**config.mk**
```make
export PLATFORM = sky130hd
export DESIGN_NAME = binary_mul_acc_flat
export DESIGN_NICKNAME = d
export VERILOG_FILES = /design/src/rtl/binary_mul_pkg.sv /design/src/rtl/binary_mul_acc_if.sv /design/src/rtl/binary_mul_acc_add.sv /design/src/rtl/binary_mul_acc.sv /design/src/flat_wrapper.sv
export SDC_FILE = /design/constraint.sdc
export NUM_CORES = 1
export LEC_CHECK = 0
export BUFFER_PORTS_ARGS = -buffer_cell sky130_fd_sc_hd__buf_2
export CAP_MARGIN = 10
export CORE_MARGIN = 3
export CORE_UTILIZATION = 40
export CTS_CLUSTER_DIAMETER = 120
export CTS_CLUSTER_SIZE = 20
export DETAILED_ROUTE_END_ITERATION = 7
export PLACE_DENSITY_LB_ADDON = 0.05
export SYNTH_ARGS = -nofsm -noshare
export SYNTH_HDL_FRONTEND = slang
export SYNTH_SLANG_ARGS = --single-unit
```
**constraint.sdc**
```tcl
create_clock -name clk -period 2.9 [get_ports clk]
set_clock_uncertainty 0.05 [all_clocks]
set_input_delay 0 -clock clk [delete_from_list [all_inputs] [get_ports clk]]
set_output_delay 0 -clock clk [all_outputs]
set_load 0.005 [all_outputs]
```
**src/rtl/binary_mul_pkg.sv**
```systemverilog
// Shared types and sizing for the 7x7 multiplier and its accumulation stage.
// Optional feature macro: BINARY_MUL_ACC_SAT_EN (saturating accumulation).
package binary_mul_pkg;

  localparam int MUL_P_W   = 14;
  localparam int MUL_N_MAX = 64;
  localparam int MUL_ACC_W = MUL_P_W + $clog2(MUL_N_MAX);
  localparam int MUL_LEN_W = $clog2(MUL_N_MAX) + 1;

  typedef enum logic [1:0] {
    IDLE,
    ACCUM,
    HOLD
  } mul_acc_state_t;

endpackage

```
**src/rtl/binary_mul_acc_if.sv**
```systemverilog
// Product-in / result-out bundle for binary_mul_acc.
// Optional feature macro: BINARY_MUL_ACC_SAT_EN (no effect on this file).
interface binary_mul_acc_if #(
  parameter int P_W   = 14,
  parameter int ACC_W = 20,
  parameter int LEN_W = 7
);

  logic             start;
  logic [LEN_W-1:0] len;
  logic [P_W-1:0]   p_in;
  logic             p_valid;
  logic [ACC_W-1:0] out_data;
  logic             out_valid;
  logic             out_ready;
  logic             busy;
  logic             ovf;

  modport master (
    output start, len, p_in, p_valid, out_ready,
    input  out_data, out_valid, busy, ovf
  );

  modport slave (
    input  start, len, p_in, p_valid, out_ready,
    output out_data, out_valid, busy, ovf
  );

endinterface

```
**src/rtl/binary_mul_acc_add.sv**
```systemverilog
// ACC_W adder with carry-out; saturates instead of wrapping when
// BINARY_MUL_ACC_SAT_EN is defined.
module binary_mul_acc_add #(
  parameter int P_W   = 14,
  parameter int ACC_W = 20
) (
  input  logic [ACC_W-1:0] acc_i,
  input  logic [P_W-1:0]   p_i,
  output logic [ACC_W-1:0] sum_o,
  output logic             carry_o
);

  logic [ACC_W:0] full;

  assign full    = {1'b0, acc_i} + (ACC_W+1)'(p_i);
  assign carry_o = full[ACC_W];

`ifdef BINARY_MUL_ACC_SAT_EN
  // Once pinned at all-ones every further term carries again, so it stays.
  assign sum_o = carry_o ? '1 : full[ACC_W-1:0];
`else
  assign sum_o = full[ACC_W-1:0];
`endif

endmodule

```
**src/rtl/binary_mul_acc.sv**
```systemverilog
// Accumulates len (1..N_MAX) multiplier products into one registered result.
// Optional feature macro: BINARY_MUL_ACC_SAT_EN (saturate on overflow).
module binary_mul_acc
  import binary_mul_pkg::*;
#(
  parameter int P_W   = MUL_P_W,
  parameter int N_MAX = MUL_N_MAX,
  parameter int ACC_W = MUL_ACC_W,
  parameter int LEN_W = MUL_LEN_W
) (
  input logic            clk,
  input logic            rst_n,
  binary_mul_acc_if.slave acc_if
);

  localparam logic [LEN_W-1:0] NMAX_L = LEN_W'(N_MAX);
  localparam logic [LEN_W-1:0] ONE_L  = LEN_W'(1);

  mul_acc_state_t   state_q, state_d;
  logic [ACC_W-1:0] acc_q, acc_d;
  logic [LEN_W-1:0] cnt_q, cnt_d;
  logic [LEN_W-1:0] len_q, len_d;
  logic             ovf_q, ovf_d;

  logic [LEN_W-1:0] len_clamp;
  logic [ACC_W-1:0] sum;
  logic             carry;

  assign len_clamp = (acc_if.len > NMAX_L) ? NMAX_L : acc_if.len;

  binary_mul_acc_add #(
    .P_W   (P_W),
    .ACC_W (ACC_W)
  ) u_add (
    .acc_i   (acc_q),
    .p_i     (acc_if.p_in),
    .sum_o   (sum),
    .carry_o (carry)
  );

  always_comb begin
    state_d = state_q;
    acc_d   = acc_q;
    cnt_d   = cnt_q;
    len_d   = len_q;
    ovf_d   = ovf_q;
    unique case (state_q)
      IDLE: begin
        if (acc_if.start) begin
          len_d   = len_clamp;
          acc_d   = '0;
          cnt_d   = '0;
          ovf_d   = 1'b0;
          state_d = (len_clamp == '0) ? HOLD : ACCUM;
        end
      end
      ACCUM: begin
        if (acc_if.p_valid) begin
          acc_d = sum;
          cnt_d = cnt_q + ONE_L;
          ovf_d = ovf_q | carry;
          if (cnt_q == len_q - ONE_L) begin
            state_d = HOLD;
          end
        end
      end
      HOLD: begin
        if (acc_if.out_ready) begin
          state_d = IDLE;
        end
      end
      default: state_d = IDLE;
    endcase
  end

  always_ff @(posedge clk or negedge rst_n) begin
    if (!rst_n) begin
      state_q <= IDLE;
      acc_q   <= '0;
      cnt_q   <= '0;
      len_q   <= '0;
      ovf_q   <= 1'b0;
    end else begin
      state_q <= state_d;
      acc_q   <= acc_d;
      cnt_q   <= cnt_d;
      len_q   <= len_d;
      ovf_q   <= ovf_d;
    end
  end

  assign acc_if.out_data  = acc_q;
  assign acc_if.out_valid = (state_q == HOLD);
  assign acc_if.busy      = (state_q != IDLE);
  assign acc_if.ovf       = ovf_q;

endmodule

```
**src/flat_wrapper.sv**
```systemverilog
// flat-port wrapper written by rule: the top's interface ports become plain ports
module binary_mul_acc_flat import binary_mul_pkg::*;
#(
  parameter int P_W   = MUL_P_W,
  parameter int N_MAX = MUL_N_MAX,
  parameter int ACC_W = MUL_ACC_W,
  parameter int LEN_W = MUL_LEN_W
)
  (clk, rst_n, acc_if_start, acc_if_len, acc_if_p_in, acc_if_p_valid, acc_if_out_ready, acc_if_out_data, acc_if_out_valid, acc_if_busy, acc_if_ovf);
  binary_mul_acc_if #(.P_W(P_W), .ACC_W(ACC_W), .LEN_W(LEN_W)) acc_if_i ();
  input logic clk;
  input logic rst_n;
  input wire logic [$bits(acc_if_i.start)-1:0] acc_if_start;
  input wire logic [$bits(acc_if_i.len)-1:0] acc_if_len;
  input wire logic [$bits(acc_if_i.p_in)-1:0] acc_if_p_in;
  input wire logic [$bits(acc_if_i.p_valid)-1:0] acc_if_p_valid;
  input wire logic [$bits(acc_if_i.out_ready)-1:0] acc_if_out_ready;
  output wire logic [$bits(acc_if_i.out_data)-1:0] acc_if_out_data;
  output wire logic [$bits(acc_if_i.out_valid)-1:0] acc_if_out_valid;
  output wire logic [$bits(acc_if_i.busy)-1:0] acc_if_busy;
  output wire logic [$bits(acc_if_i.ovf)-1:0] acc_if_ovf;
  assign acc_if_i.start = acc_if_start;
  assign acc_if_i.len = acc_if_len;
  assign acc_if_i.p_in = acc_if_p_in;
  assign acc_if_i.p_valid = acc_if_p_valid;
  assign acc_if_i.out_ready = acc_if_out_ready;
  assign acc_if_out_data = acc_if_i.out_data;
  assign acc_if_out_valid = acc_if_i.out_valid;
  assign acc_if_busy = acc_if_i.busy;
  assign acc_if_ovf = acc_if_i.ovf;
  binary_mul_acc #(.P_W(P_W), .N_MAX(N_MAX), .ACC_W(ACC_W), .LEN_W(LEN_W)) u_core (.clk(clk), .rst_n(rst_n), .acc_if(acc_if_i));
endmodule
```
* After elaboration in Yosys (flattened, before gate mapping)
Index checks and enable logic that the tools add are counted.
** Word-level totals
- Flip-flop bits (word level) :: 37
- Bits of input ports :: 26
- Output and inout port bits :: 23
- Logic and storage cells :: 40
** Operators by class
- $add $sub $neg :: 3
- Order comparisons :: 1
- Eq/ne operators :: 7
- Muxes and demuxes :: 16
- Bitwise logic cells :: 1
- Reduce and logical (&&, ||, !) cells :: 7
** Operator list (number)
- 20-bit two-way mux :: 2
- 20-bit case mux with 2 select lines :: 1
- 20-bit by 14-bit adder with 21-bit output :: 1
- 7-bit two-way mux :: 3
- 7-bit case mux with 2 select lines :: 1
- 2-bit two-way mux :: 5
- 7-bit by 1-bit adder with 7-bit output (second input constant) :: 1
- 7-bit equality test :: 1
- 7-bit greater-than comparator (second input constant) :: 1
- 7-bit logical NOT :: 1
- 7-bit by 1-bit subtractor with 7-bit output (second input constant) :: 1
- 2-bit != test (second input constant) :: 3
- 2-bit case mux with 3 select lines :: 1
- 4-bit AND reduction :: 1
- 2-bit nonzero test :: 2
- 3-bit AND reduction :: 1
- 2-bit by 1-bit equality test with 1-bit output (second input constant) :: 1
- 2-bit equality test (second input constant) :: 1
- 2-bit logical NOT :: 1
- 1-bit two-way mux :: 2
- 2-bit by 1-bit != test with 1-bit output (second input constant) :: 1
- 1-bit case mux with 2 select lines :: 1
- 2-bit AND reduction :: 1
- 1-bit bitwise OR :: 1

* Logic depth before layout (Yosys ltp)
- Depth in word-level cells :: 6
- Depth in mapped cells :: 8
- Gate-level depth less buffers :: 8

* Hierarchy
Synthesis repeated with hierarchy kept, for this count alone.
** Second synthesis, totals
- Cell total of the unflattened synthesis :: 260
- Area, all modules :: 2548.7 um^2
** By module, submodules not included
- binary_mul_acc :: times used 1, cells an instance 150, area an instance 1730.4 um^2, sequential area each 925.9 um^2
- binary_mul_acc_add :: times used 1, cells an instance 110, area an instance 818.3 um^2, sequential area each 0.0 um^2

* Worst setup path after synthesis
No wires, ideal clock.
- Path type :: register -> register
- Start :: register u_core.acc_q[0] (netlist: u_core.acc_if.out_data[0])
- End :: register u_core.acc_q[8] (netlist: u_core.acc_if.out_data[8])
- Library setup time :: 122 ps
- Arrival time :: 2216 ps
- Data required time :: 2728 ps
- Path slack :: 513 ps
- Cell stages (with the launch flop) :: 9
- Path buffers :: 0
- Period minus slack after synthesis :: 2387 ps
- Cell sequence :: dfrtp_1 ha_1 fa_1 a211oi_2 nor2_2 a311o_1 a21oi_1 nand2_1 a32o_1
** Between the ends
- Cells in the longest elaborated chain, start to end :: 3
** Ends and longest elaborated chain
- start, declared :: line binary_mul_acc.sv:20 : logic [ACC_W-1:0] acc_q, acc_d;
- start signal, assigned :: line binary_mul_acc.sv:79 : acc_q <= '0;
- start signal, assigned :: line binary_mul_acc.sv:85 : acc_q <= acc_d;
- 20-bit by 14-bit adder with 21-bit output :: line binary_mul_acc_add.sv:15 : assign full = {1'b0, acc_i} + (ACC_W+1)'(p_i);
- 20-bit two-way mux :: line binary_mul_acc.sv:58 : if (acc_if.p_valid) begin
- 20-bit case mux with 2 select lines :: line binary_mul_acc.sv:47 : unique case (state_q)
Every way passes these cells. The select of a mux whose other input is x is not followed.
A chain may end at the register's enable or synchronous reset.

* Final worst setup path
Ends and elaborated chain as after synthesis.

==> summary.md <==
| Metric | Value |
|---|---|
| Critical Path Start Type | flop |
| Worst Path Max Fanout | 3 |
| Ys Warns | 0 |
| RSZ-0062 raised after global routing | false |
| Synth Net Count | about 310 |
| Rows | 27 |
| Vias after detailed routing | 2118 |
| Clk sinks | 37 |
| Synth Flop Type | dfrtp_1 |
| Dpl ws | around 0.41 ns |
| Top Layer Used | met4 |
| Seq/Total Area, Yosys | 0.381 |
| FF-to-FF setup slack | 0.39 ns |
| DR WL/cell | approximately 14 um |
| Layout fillers | 544 |
| Final Hold Violating Endpoints | 0 |
| Pwr dens | 914 nW/um^2 |
| Final worst setup slack | 0.389 ns |
| Crit path time final | approximately 2.5 ns |
| Clock Path Buffers | 2 |
| Ports | 49 |
| Grt total ovfl | 0 |
| Core area | between 5000 and 6000 um^2 |
| Iteration-0 DRC Markers | 67 |
| CP peak stage delay | 0.44 ns |
| CP Cell Sequence | ha_1 -> fa_1 -> a211oi_2 -> nor2_2 -> a311o_1 -> a21oi_1 -> nand2_1 -> a32o_1 |
| Final Wtd Congestion | 0.760 |
| Power Total | 2.73 mW |
| Hold buffer count at CTS | 12 |
| Met2 wire len | 2.59 mm |
| Largest net degree at the start of global routing | 38 |
| Post-synth EDFFs | 0 |
| Synthesized area per cell | 8.99 um^2 |
| RR Endpoint | u_core.acc_if.out_data[8]$_DFFE_PN0P_ |
| Placed cell count | 385 |
| Final Non-Filler Cells | around 400 |
| Measured slew at the worst slew-check pin | 0.845 ns |
| I/O Buffers | 48 |
| Hold endpoint | u_core.state_q[1]$_DFFE_PN0P_ |
| Final HPWL DP | 4.17 mm |
| HP Start | acc_if_out_ready |
| First-pass GRT wire length | approximately 9.8 mm |
| Metal-1 WL | 2.65 mm |
| Worst Setup Path Type | reg2reg |
| Commonest cells after routing, fill and taps aside | buf_2, nand2_1, dfrtp_1 |
| Die span in y | 83.9 um |
| Ys async rst share | 1.00 |
| Total clock buffers created by CTS | 5 |
| Final setup violation count | 0 |
| Setup tns final | 0 ns |
| Design Area, Final | 2990 um^2 |
| Initial antenna violation count | 0 |
| Post-DP Area | 2750 um^2 |
| VDD IR-drop max | 0.525 mV |
| GRT Total Usage | 0.170 |
| Path depth of the worst reg2reg path | 8 |
| PostCTS Resize Cnt | 0 |
| Worst setup EP type | flop |
| Root buf cell | clkbuf_8 |
| DRC violation count after routing | 0 |
| Critical Path RT | 3.02 ns |
| DRT Wirelength | 5.54 mm |
| Synth top area cells | dfrtp_1, ha_1, nand2_1 |
| Share of the synthesized area in the top cell type | 0.381 |
| #FFs+latches synth | 37 |
| R2r startpoint | u_core.acc_if.out_data[0]$_DFFE_PN0P_ |
| Vias/cell | 5.23 |
| Fmax | approximately 400 MHz |
| Die footprint | ~7000 um^2 |
| Post-route ant nets | 0 |
| Met3 wire len | 228 um |
| Clock Pin Slew Worst Setup and Hold Paths | 0.07 ns |
| H-tree lvl count | 2 |
| Status | completed |
| Area delta synth->final | 23.0% |
| Die Width | between 80 and 90 um |
| Final core utilization | 0.526 |
| Post-CTS setup buffers | 0 |
| Pins over their slew limit | 0 |
| Hold path depth | 4 |
| Max-cap viol count | 0 |
| Vias in the first global route | 2157 |
| WHS | 0.0786 ns |
| Mapped cell area | 2430 um^2 |
| CTS tree | yes |
| Unique masters post-synth | 47 |
| Initial Util | 0.428 |
| Leading area contributor after synthesis | dfrtp_1 |
| Antenna diode count | 0 |
| Fraction of layout cells with a size suffix above 1 | 0.204 |
| Slew margin rel. | 0.437 |
| Hold crit path type | in2reg |
| Commonest non-fill, non-tap cell in the layout | buf_2 |
| WP data arrival | roughly 2.6 ns |
| CP max stage cell | fa_1 |
| Static Leak | 1.44 nW |
| Final worst-path cycle share | 0.866 |
| First-pass detailed-route iteration total | 4 |
| Number of nets in the layout | 375 |
| Clk_lat worst skew | between 0.2 and 0.3 ns |
| Gate Count Post-Synth | 270 |
-- flip-flops by register name, summed over array words and instances (netlist names) --
register,cells
u_core.acc_if.ovf,1
u_core.cnt_q,7
u_core.len_q,7
u_core.acc_if.out_data,20
u_core.state_q,2
-- cell usage after synthesis, drive strengths merged (2+ instances only) --
library cell and count:
a211oi 4, nand3b 8, a221oi 2, nor3 6
dfrtp 37, mux2i 2, o21a 2, xnor2 14
nand2 41, clkbuf 7, a21o 4, nand4 5
o211ai 3, inv 10, nor2b 2, nand3 7
o31ai 2, xor2 14, a31oi 7, a22o 3
nand2b 2, ha 16, nor2 21, a21oi 15
o21ai 19, nor4 2
-- worst max path at each step --
stage / startpoint / to / cells past startpoint
after global placement: u_core.acc_if.out_data[0]$_DFFE_PN0P_ / u_core.acc_if.out_data[8]$_DFFE_PN0P_ / 8
after detailed placement: u_core.acc_if.out_data[0]$_DFFE_PN0P_ / u_core.acc_if.out_data[8]$_DFFE_PN0P_ / 8
after floorplan: u_core.acc_if.out_data[0]$_DFFE_PN0P_ / u_core.acc_if.out_data[8]$_DFFE_PN0P_ / 8
after global routing: u_core.acc_if.out_data[0]$_DFFE_PN0P_ / u_core.acc_if.out_data[8]$_DFFE_PN0P_ / 8
final: u_core.acc_if.out_data[0]$_DFFE_PN0P_ / u_core.acc_if.out_data[8]$_DFFE_PN0P_ / 8
after CTS: u_core.acc_if.out_data[0]$_DFFE_PN0P_ / u_core.acc_if.out_data[8]$_DFFE_PN0P_ / 8
-- power breakdown --
part           internal, mW  switching (mW)  leakage, nW  total, mW
Clock                 0.280           0.182       0.0585      0.462
Combinational         0.620           0.785        0.890       1.41
Sequential            0.683           0.178        0.487      0.860
Total                  1.58            1.14         1.44       2.73
-- cell type report --
type | instances | area, um^2 | share of cell area
multi-input cells | 215 | 1430 | 0.480
flip-flops and latches | 37 | 926 | 0.310
repair buffers | 63 | 383 | 0.128
well taps | 72 | 90.1 | 0.0302
clock buffers | 7 | 86.3 | 0.0289
inverters | 10 | 37.5 | 0.0126
clock inverters | 1 | 30.0 | 0.0101
-- metal layers --
metal	global-route usage	up-vias
met5	0	-
met4	0.0395	0
met3	0.0355	9
met2	0.282	40
met1	0.227	984
li1	-	1085
-- cells by family after synthesis --
logic type / after synthesis / share of synthesized area
adder cells (fa/ha/maj): 17 / 0.0907
XOR/XNOR: 28 / 0.101
AND/OR/NAND/NOR: 99 / 0.202
multiplexers: 2 / 0.00824
AO/OA/AOI/OAI: 69 / 0.188
buffers and inverters: 18 / 0.0283
flip-flops: 37 / 0.381
-- critical path, delay by kind of cell (launching register included) --
| family | cells | cell delay [ns] |
|---|---|---|
| flops | 1 | 0.40 |
| compound gates | 4 | 1.10 |
| simple gates | 2 | 0.17 |
| fa+ha+maj | 2 | 0.69 |
(Power assumes the default switching activity.)
